<file path="src/rtl/fetch_sequencer_pkg.sv">
// Shared types for the instruction fetch sequencer: FSM state encoding and
// the IR FunSel codes used to load the low and high instruction bytes.
package fetch_sequencer_pkg;

    typedef enum logic [1:0] {
        IDLE     = 2'd0,
        FETCH_LO = 2'd1,
        FETCH_HI = 2'd2,
        DONE     = 2'd3
    } state_t;

    localparam logic [2:0] FS_LOAD_LO = 3'b101;
    localparam logic [2:0] FS_LOAD_HI = 3'b110;
    localparam logic [2:0] FS_HOLD    = 3'b000;

    function automatic logic is_fetch(input state_t s);
        return (s == FETCH_LO) || (s == FETCH_HI);
    endfunction

endpackage

</file>
<file path="src/rtl/fetch_sequencer_if.sv">
// Bus bundle between the fetch sequencer, its control unit, byte memory and the IR.
// Handshake: a byte transfers on a rising edge where MemReq=1 and MemAck=1; MemReq
// stays high (MemAddr stable) until that edge, and MemAck is ignored while MemReq=0.
interface fetch_sequencer_if;

    logic        Start;
    logic        PcLoad;
    logic [15:0] PcIn;
    logic        MemAck;
    logic [7:0]  MemData;
    logic        MemReq;
    logic [15:0] MemAddr;
    logic [15:0] IR_I;
    logic        IR_E;
    logic [2:0]  IR_FunSel;
    logic        Busy;
    logic        Done;
    logic        Fault;

    modport master (
        input  Start, PcLoad, PcIn, MemAck, MemData,
        output MemReq, MemAddr, IR_I, IR_E, IR_FunSel, Busy, Done, Fault
    );

    modport slave (
        output Start, PcLoad, PcIn, MemAck, MemData,
        input  MemReq, MemAddr, IR_I, IR_E, IR_FunSel, Busy, Done, Fault
    );

endinterface

</file>
<file path="src/rtl/fetch_sequencer.sv">
// Two-byte instruction fetch into the 16-bit IR; owns the program counter.
// Optional FETCH_TIMEOUT_EN adds a MemAck wait timeout with Fault pulse and PC restore.
module fetch_sequencer
    import fetch_sequencer_pkg::*;
#(
    parameter logic [15:0] RESET_PC    = 16'h0000,
    parameter int          TIMEOUT_CYC = 15
) (
    input  logic              Clock,
    input  logic              Reset,
    fetch_sequencer_if.master bus,
    output state_t            DbgState
);

    if (TIMEOUT_CYC < 1 || TIMEOUT_CYC > 16) begin : g_bad_timeout
        $error("fetch_sequencer: TIMEOUT_CYC must be in 1..16");
    end

    state_t      state, state_nx;
    logic [15:0] pc, pc_nx, pc_restore;
    logic        timeout;

    logic        mem_req_q, mem_req_nx;
    logic [15:0] ir_i_q, ir_i_nx;
    logic        ir_e_q, ir_e_nx;
    logic [2:0]  fs_q, fs_nx;
    logic        done_q, done_nx;
    logic        busy;

    always_ff @(posedge Clock) begin
        if (Reset) begin
            state     <= IDLE;
            pc        <= RESET_PC;
            mem_req_q <= 1'b0;
            ir_i_q    <= 16'h0000;
            ir_e_q    <= 1'b0;
            fs_q      <= FS_HOLD;
            done_q    <= 1'b0;
        end else begin
            state     <= state_nx;
            pc        <= pc_nx;
            mem_req_q <= mem_req_nx;
            ir_i_q    <= ir_i_nx;
            ir_e_q    <= ir_e_nx;
            fs_q      <= fs_nx;
            done_q    <= done_nx;
        end
    end

    // PC moves with the FSM: load only in IDLE, +1 per accepted byte (wraps mod 2^16).
    always_comb begin
        state_nx = state;
        pc_nx    = pc;
        case (state)
            IDLE: begin
                if (bus.PcLoad) pc_nx = bus.PcIn;
                if (bus.Start)  state_nx = FETCH_LO;
            end
            FETCH_LO: begin
                if (bus.MemAck) begin
                    state_nx = FETCH_HI;
                    pc_nx    = pc + 16'd1;
                end else if (timeout) begin
                    state_nx = IDLE;
                    pc_nx    = pc_restore;
                end
            end
            FETCH_HI: begin
                if (bus.MemAck) begin
                    state_nx = DONE;
                    pc_nx    = pc + 16'd1;
                end else if (timeout) begin
                    state_nx = IDLE;
                    pc_nx    = pc_restore;
                end
            end
            DONE: state_nx = IDLE;
            default: state_nx = IDLE;
        endcase
    end

    always_comb begin
        mem_req_nx = is_fetch(state_nx);
        ir_e_nx    = 1'b0;
        fs_nx      = FS_HOLD;
        ir_i_nx    = ir_i_q;
        done_nx    = (state == DONE);
        busy       = (state != IDLE);
        if (is_fetch(state) && bus.MemAck) begin
            ir_e_nx = 1'b1;
            fs_nx   = (state == FETCH_LO) ? FS_LOAD_LO : FS_LOAD_HI;
            ir_i_nx = {8'h00, bus.MemData};
        end
    end

`ifdef FETCH_TIMEOUT_EN
    localparam logic [3:0] WAIT_LAST = 4'(TIMEOUT_CYC - 1);

    logic [3:0]  wait_cnt;
    logic [15:0] pc_start;
    logic        fault_q;

    // An ack on the expiry edge wins because timeout requires MemAck=0.
    assign timeout    = is_fetch(state) && !bus.MemAck && (wait_cnt == WAIT_LAST);
    assign pc_restore = pc_start;

    always_ff @(posedge Clock) begin
        if (Reset) begin
            wait_cnt <= 4'd0;
            pc_start <= RESET_PC;
            fault_q  <= 1'b0;
        end else begin
            fault_q <= timeout;
            if ((state_nx != state) || bus.MemAck) begin
                wait_cnt <= 4'd0;
            end else if (mem_req_q) begin
                wait_cnt <= wait_cnt + 4'd1;
            end
            if ((state == IDLE) && bus.Start) pc_start <= pc_nx;
        end
    end

    assign bus.Fault = fault_q;
`else
    assign timeout    = 1'b0;
    assign pc_restore = pc;
    assign bus.Fault  = 1'b0;
`endif

    assign bus.MemReq    = mem_req_q;
    assign bus.MemAddr   = pc;
    assign bus.IR_I      = ir_i_q;
    assign bus.IR_E      = ir_e_q;
    assign bus.IR_FunSel = fs_q;
    assign bus.Busy      = busy;
    assign bus.Done      = done_q;
    assign DbgState      = state;

endmodule

</file>
<file path="src/flat_wrapper.sv">
// flat-port wrapper written by rule: the top's interface ports become plain ports
module fetch_sequencer_flat import fetch_sequencer_pkg::*;
#(
    parameter logic [15:0] RESET_PC    = 16'h0000,
    parameter int          TIMEOUT_CYC = 15
)
  (Clock, Reset, DbgState, bus_Start, bus_PcLoad, bus_PcIn, bus_MemAck, bus_MemData, bus_MemReq, bus_MemAddr, bus_IR_I, bus_IR_E, bus_IR_FunSel, bus_Busy, bus_Done, bus_Fault);
  fetch_sequencer_if bus_i ();
  input  logic Clock;
  input  logic Reset;
  output state_t DbgState;
  input wire logic [$bits(bus_i.Start)-1:0] bus_Start;
  input wire logic [$bits(bus_i.PcLoad)-1:0] bus_PcLoad;
  input wire logic [$bits(bus_i.PcIn)-1:0] bus_PcIn;
  input wire logic [$bits(bus_i.MemAck)-1:0] bus_MemAck;
  input wire logic [$bits(bus_i.MemData)-1:0] bus_MemData;
  output wire logic [$bits(bus_i.MemReq)-1:0] bus_MemReq;
  output wire logic [$bits(bus_i.MemAddr)-1:0] bus_MemAddr;
  output wire logic [$bits(bus_i.IR_I)-1:0] bus_IR_I;
  output wire logic [$bits(bus_i.IR_E)-1:0] bus_IR_E;
  output wire logic [$bits(bus_i.IR_FunSel)-1:0] bus_IR_FunSel;
  output wire logic [$bits(bus_i.Busy)-1:0] bus_Busy;
  output wire logic [$bits(bus_i.Done)-1:0] bus_Done;
  output wire logic [$bits(bus_i.Fault)-1:0] bus_Fault;
  assign bus_i.Start = bus_Start;
  assign bus_i.PcLoad = bus_PcLoad;
  assign bus_i.PcIn = bus_PcIn;
  assign bus_i.MemAck = bus_MemAck;
  assign bus_i.MemData = bus_MemData;
  assign bus_MemReq = bus_i.MemReq;
  assign bus_MemAddr = bus_i.MemAddr;
  assign bus_IR_I = bus_i.IR_I;
  assign bus_IR_E = bus_i.IR_E;
  assign bus_IR_FunSel = bus_i.IR_FunSel;
  assign bus_Busy = bus_i.Busy;
  assign bus_Done = bus_i.Done;
  assign bus_Fault = bus_i.Fault;
  fetch_sequencer #(.RESET_PC(RESET_PC), .TIMEOUT_CYC(TIMEOUT_CYC)) u_core (.Clock(Clock), .Reset(Reset), .bus(bus_i), .DbgState(DbgState));
endmodule
</file>
<file path="config.mk">
export PLATFORM = sky130hd
export DESIGN_NAME = fetch_sequencer_flat
export DESIGN_NICKNAME = d
export VERILOG_FILES = /design/src/rtl/fetch_sequencer_pkg.sv /design/src/rtl/fetch_sequencer_if.sv /design/src/rtl/fetch_sequencer.sv /design/src/flat_wrapper.sv
export SDC_FILE = /design/constraint.sdc
export NUM_CORES = 1
export LEC_CHECK = 0
export CAP_MARGIN = 40
export CORE_ASPECT_RATIO = 1.5
export CORE_UTILIZATION = 39
export DETAILED_ROUTE_END_ITERATION = 10
export PLACE_DENSITY_LB_ADDON = 0.3
export SKIP_LAST_GASP = 1
export SLEW_MARGIN = 25
export SYNTH_ARGS = -nofsm -noshare
export SYNTH_HDL_FRONTEND = slang
export SYNTH_SLANG_ARGS = --single-unit
</file>
<file path="constraint.sdc">
create_clock -name Clock -period 2.05 [get_ports Clock]
set_clock_uncertainty 0.2 [all_clocks]
set_input_delay 0.41 -clock Clock [delete_from_list [all_inputs] [get_ports Clock]]
set_output_delay 0.41 -clock Clock [all_outputs]
set_load 0.02 [all_outputs]
</file>
## Yosys cells after proc, flatten, opt, wreduce, memory -nomap -nowiden

Index checks and enable logic that the tools add are counted.

| cells by class | value |
|---|---|
| $add $sub $neg | 1 |
| $mul | 0 |
| div/mod/pow operators | 0 |
| order comparisons | 0 |
| equality and inequality tests | 7 |
| shift operators | 0 |
| muxes and demuxes | 9 |
| bitwise logic cells | 1 |
| reduce and logical (&&, ||, !) cells | 9 |

Operator list:

| kind | number |
|---|---|
| $mux 16 | 2 |
| $pmux 16 s2 | 1 |
| $add 16x1->16 const B | 1 |
| $mux 2 | 4 |
| $pmux 2 s4 | 1 |
| $eq 2x2->1 const B | 3 |
| $eq 2x1->1 const B | 2 |
| $reduce_bool 2->1 | 2 |
| $reduce_or 2->1 | 2 |
| $reduce_and 3->1 | 1 |
| $logic_not 2->1 | 1 |
| $logic_or 1x1->1 | 2 |
| $ne 2x1->1 const B | 1 |
| $ne 2x2->1 const B | 1 |
| $logic_and 1x1->1 | 1 |
| $mux 1 | 1 |
| $not 1->1 | 1 |

| word-level totals | value |
|---|---|
| flip-flop bits (word level) | 32 |
| bits in latches | 0 |
| bits in writable memories | 0 |
| bits in read-only memories | 0 |
| bits of input ports | 29 |
| output and inout port bits | 42 |
| logic and storage cells | 34 |
| memories | 0 |

## Logic depth before layout (Yosys ltp)

| logic depth | value |
|---|---|
| word-level depth | 5 |
| depth in mapped cells | 8 |
| depth with buffers taken out | 6 |

## Worst setup path after synthesis

OpenSTA, ideal clock, no wires.

| timing path | value |
|---|---|
| path type | reg2reg |
| from | register u_core.state[0], in the netlist u_core.DbgState[0] |
| to | register u_core.pc[13], in the netlist u_core.bus.MemAddr[13] |
| library setup time | 0.074 ns |
| arrival | 2.135 ns |
| data required time | 1.776 ns |
| setup slack | -0.359 ns |
| cell stages (with the launch flop) | 7 |
| path buffers | 0 |
| period minus slack after synthesis | 2.409 ns |
| cell sequence | dfxtp_1 -> inv_1 -> ha_1 -> nor2b_1 -> or3_1 -> or4_1 -> a31oi_1 |

| on the way | value |
|---|---|
| word-level cells in the longest chain between the ends | 4 |
| elaborated cells on any way between the ends | 9 |
| classes of those cells | eq/ne: 4; mux: 1; reduce/logical: 4 |

Ends and longest elaborated chain:

| element | RTL line | text |
|---|---|---|
| start: declaration | fetch_sequencer.sv:19 | `state_t state, state_nx;` |
| start signal: assignment | fetch_sequencer.sv:40 | `state <= state_nx;` |
| $eq 2x2->1 / $eq 2x1->1 (equally long branches) | fetch_sequencer.sv:54 | `case (state)` |
| $reduce_or 2->1 (no source line) | n/a |  |
| $ne 2x1->1 (no source line) / $reduce_bool 2->1 (equally long branches) | n/a |  |
| $reduce_and 3->1 (no source line) | n/a |  |
| end signal: assignment | fetch_sequencer.sv:41 | `pc <= pc_nx;` |
| end: declaration | fetch_sequencer.sv:20 | `logic [15:0] pc, pc_nx, pc_restore;` |

Parallel ways exist; a longest one is shown, timed or not.
A chain may end at the register's enable or synchronous reset.

## Worst setup path in the final report

| timing path | value |
|---|---|
| from | register u_core.pc[12], in the netlist u_core.bus.MemAddr[12] |
| to | output bus_MemAddr[12] |

RTL lines:

| element | RTL line | text |
|---|---|---|
| end: declaration | flat_wrapper.sv:18 | `output wire logic [$bits(bus_i.MemAddr)-1:0] bus_MemAddr;` |

No word-level cell between the ends.

==> impl_metrics.ini <==
[floorplan]
start_util_pct = 41.4
fp-row-count = 29
ios = 71
die_area_um2 = 4820
die_y_um = 84.6
die_width_um = 57.0
core_um2 = 4280

[routing]
avgRoutedWirePerCell_um = 14.7
ant_nets = 0
drtIter0Drc = 102
routed_wl_um = 5100
vias = 1900
detailedRoute.firstPassIterationCount = 7
viasPerCell = 5.46
drc = 4

[status]
status = finished, violations left
violations = DRC

[job]
cap_violations = 0

[setup_path]
cp_data_required_time_ps = 1440
cp.depth = 1
critPathTopFamily = buffers and inverters
cp.arrival_ps = 1390
crit_type = register to primary output
max_stage_delay_ps = 660
critical_path_buf_inv_count = 1
slowest_stage = clkdlybuf4s50_1
path_cells = clkdlybuf4s50_1
cp-end-kind = primary output
worst_setup_path_start_kind = register
crit_fanout = 7
r2r_cells = 4

[synthesis]
synth_edf_count = 0
ys_warn_count = 0
synth_ff_type = dfxtp_1
postSynth.asyncResetShare_pct = 0
syn_area_um2 = 1770
ys_types = 42
synth_seq_cells = 32
ys_seq_area_share_pct = 36.2
syn_area_per_cell_um2 = 8.09
syn_inst = 219

[sta]
setup_ws_ps = 49.0
rsz0062_at_grt = no
fmax_ghz = 0.500
post-route-min-period_ps = 2000
timing_hold_violations_final = 0
final-setup-viol-count = 0
timing.hold.ws_ps = 257
drv_slew = 0
fin_crit_sh_pct = 97.6

[clocking]
insertion_delay_ps = 280
htreeDepth = 2
numCtsBuffers = 5
max-clock-path-buffers = 2
cts.sinks = 32
cts_tree = done
root_buffer = clkbuf_8
path_clk_slew_ps = 70

[placed_design]
dp_slack_ps = -155
place_area_um2 = 2570
io_buffers = 61
dpl.hpwl_um = 3480
place_congestion = 0.835

[final_layout]
num_antenna_cells = 0
drive_gt1_share_pct = 16.2
area_growth_pct = 53.6
final_cell_mix = clkdlybuf4s50_1, nand2_1, dfxtp_1, buf_4, a21oi_1
finish.utilization_pct = 63.6
final_net_count = 337
design_area_um2 = 2720
n_fill_cell = 390
layout_commonest_cell = clkdlybuf4s50_1

[global_routing]
antenna_found_initial = 0
first_global_vias = 1741
globalRouteOverflowTotal = 0
grt_max_degree = 34
grt_use_total_pct = 20.7
grt_pass1_wl_um = 7760

[pwr]
power_frac_seq_pct = 34.8
switching_share_pct = 36.5
intPower_mw = 1.47
cellPowerDensity_nw_per_um2 = 853
ir_drop_mv = 0.534
combPwrFrac_pct = 43.3
clockPowerShare_pct = 22.0
leakagePower_nw = 1.03
p_switching_uw = 846

[worst_hold_path]
hold_path_class = register to register
hold_depth = 2
## Yosys cell counts, drive strengths merged, types with 2 or more instances
cell type	n	share of area [%]
a31oi	4	1.4
nand4b	2	0.99
inv	5	1.1
nand2b	2	0.71
o21ai	11	3.1
a211oi	2	0.85
and2	5	1.8
mux2i	5	2.8
nor2	8	1.7
nand2	28	5.9
clkbuf	9	1.9
nor4	6	2.1
nor2b	7	2.5
o22ai	3	1.1
and3b	2	0.99
nor4b	7	3.5
or4	2	1.1
buf	11	4.2
ha	7	4.9
nand4	6	3.0
o2bb2ai	3	1.5
dfxtp	32	36
o21a	3	1.3
nor3	8	2.3
nand3	7	2.0
a21oi	22	6.2
## power by group through the flow
stage | Combinational [mW] | Sequential (mW) | Clock, mW
global route | 1.08 | 0.818 | 0.552
floorplan | 0.430 | 0.925 | 0
CTS | 0.950 | 0.806 | 0.517
detailed placement | 0.956 | 0.820 | 0
global placement | 0.947 | 0.816 | 0
finish | 1.00 | 0.807 | 0.509
## metal layers
layer  up-vias  track usage, %  share of wire (%)  wire length, µm
met5         -               0                  0                0
met4         0            8.43                1.0               51
met3         4            6.01                6.7              344
met2        84            37.0                 53             2710
met1       874            22.4                 39             1990
li1        938               -                  -                -
## per-stage QoR
stage / power (mW) / TNS, ps / std cells
after floorplan: 1.36 / 0 / 227
after global placement: 1.76 / -291 / 335
after detailed placement: 1.78 / -723 / 335
after CTS: 2.27 / 0 / 343
after global routing: 2.45 / 0 / 348
final: 2.32 / 0 / 348
## final cells by class
type / count / area [µm²] / area share, %
clock buffers: 6 / 82.6 / 3.03
clock inverters: 2 / 10.0 / 0.368
inverters: 6 / 25.0 / 0.920
multi-input cells: 169 / 1060 / 39.0
flip-flops and latches: 32 / 652 / 24.0
well taps: 46 / 57.6 / 2.11
repair buffers: 87 / 833 / 30.6
## registers in the layout, indices dropped and copies added (netlist names)
| signal | count |
|---|---|
| u_core.bus.Done | 1 |
| u_core.bus.IR_I | 8 |
| u_core.bus.MemAddr | 16 |
| u_core.bus.MemReq | 1 |
| u_core.DbgState | 2 |
| u_core.bus.IR_FunSel | 3 |
| u_core.bus.IR_E | 1 |
## logic make-up (layout without fill, tap and decap cells)
| kind of cell | count (synthesis) | after routing | share of synthesized area, % |
|---|---|---|---|
| and+or+nand+nor | 93 | 93 | 29.5 |
| adders and majority gates | 7 | 7 | 4.94 |
| AOI/OAI and AO/OA | 53 | 53 | 17.8 |
| DFF | 32 | 32 | 36.2 |
| xor gates and xnor gates | 1 | 1 | 0.494 |
| buffers and inverters | 26 | 101 | 7.41 |
| muxes | 6 | 6 | 3.46 |
| other | 1 | 9 | 0.212 |
## worst paths after layout
check	start	endpoint	slack [ps]
setup reg to reg	u_core.bus.MemAddr[0]$_SDFFE_PP0P_	u_core.bus.MemAddr[13]$_SDFFE_PP0P_	70
setup / recovery	u_core.bus.MemAddr[12]$_SDFFE_PP0P_	bus_MemAddr[12]	50
hold / removal	u_core.bus.IR_I[0]$_SDFFE_PP0P_	u_core.bus.IR_I[0]$_SDFFE_PP0P_	260
hold reg to reg	u_core.bus.IR_I[0]$_SDFFE_PP0P_	u_core.bus.IR_I[0]$_SDFFE_PP0P_	260
## what timing repair did
item,4_1_cts,5_1_grt
gates resized for setup,4,5
setup buffers,0,4
hold buffers,0,0
pin swaps,0,3
gates cloned,0,1
setup endpoints to repair,4,3
Note: power is estimated with default switching activity, not from simulation.
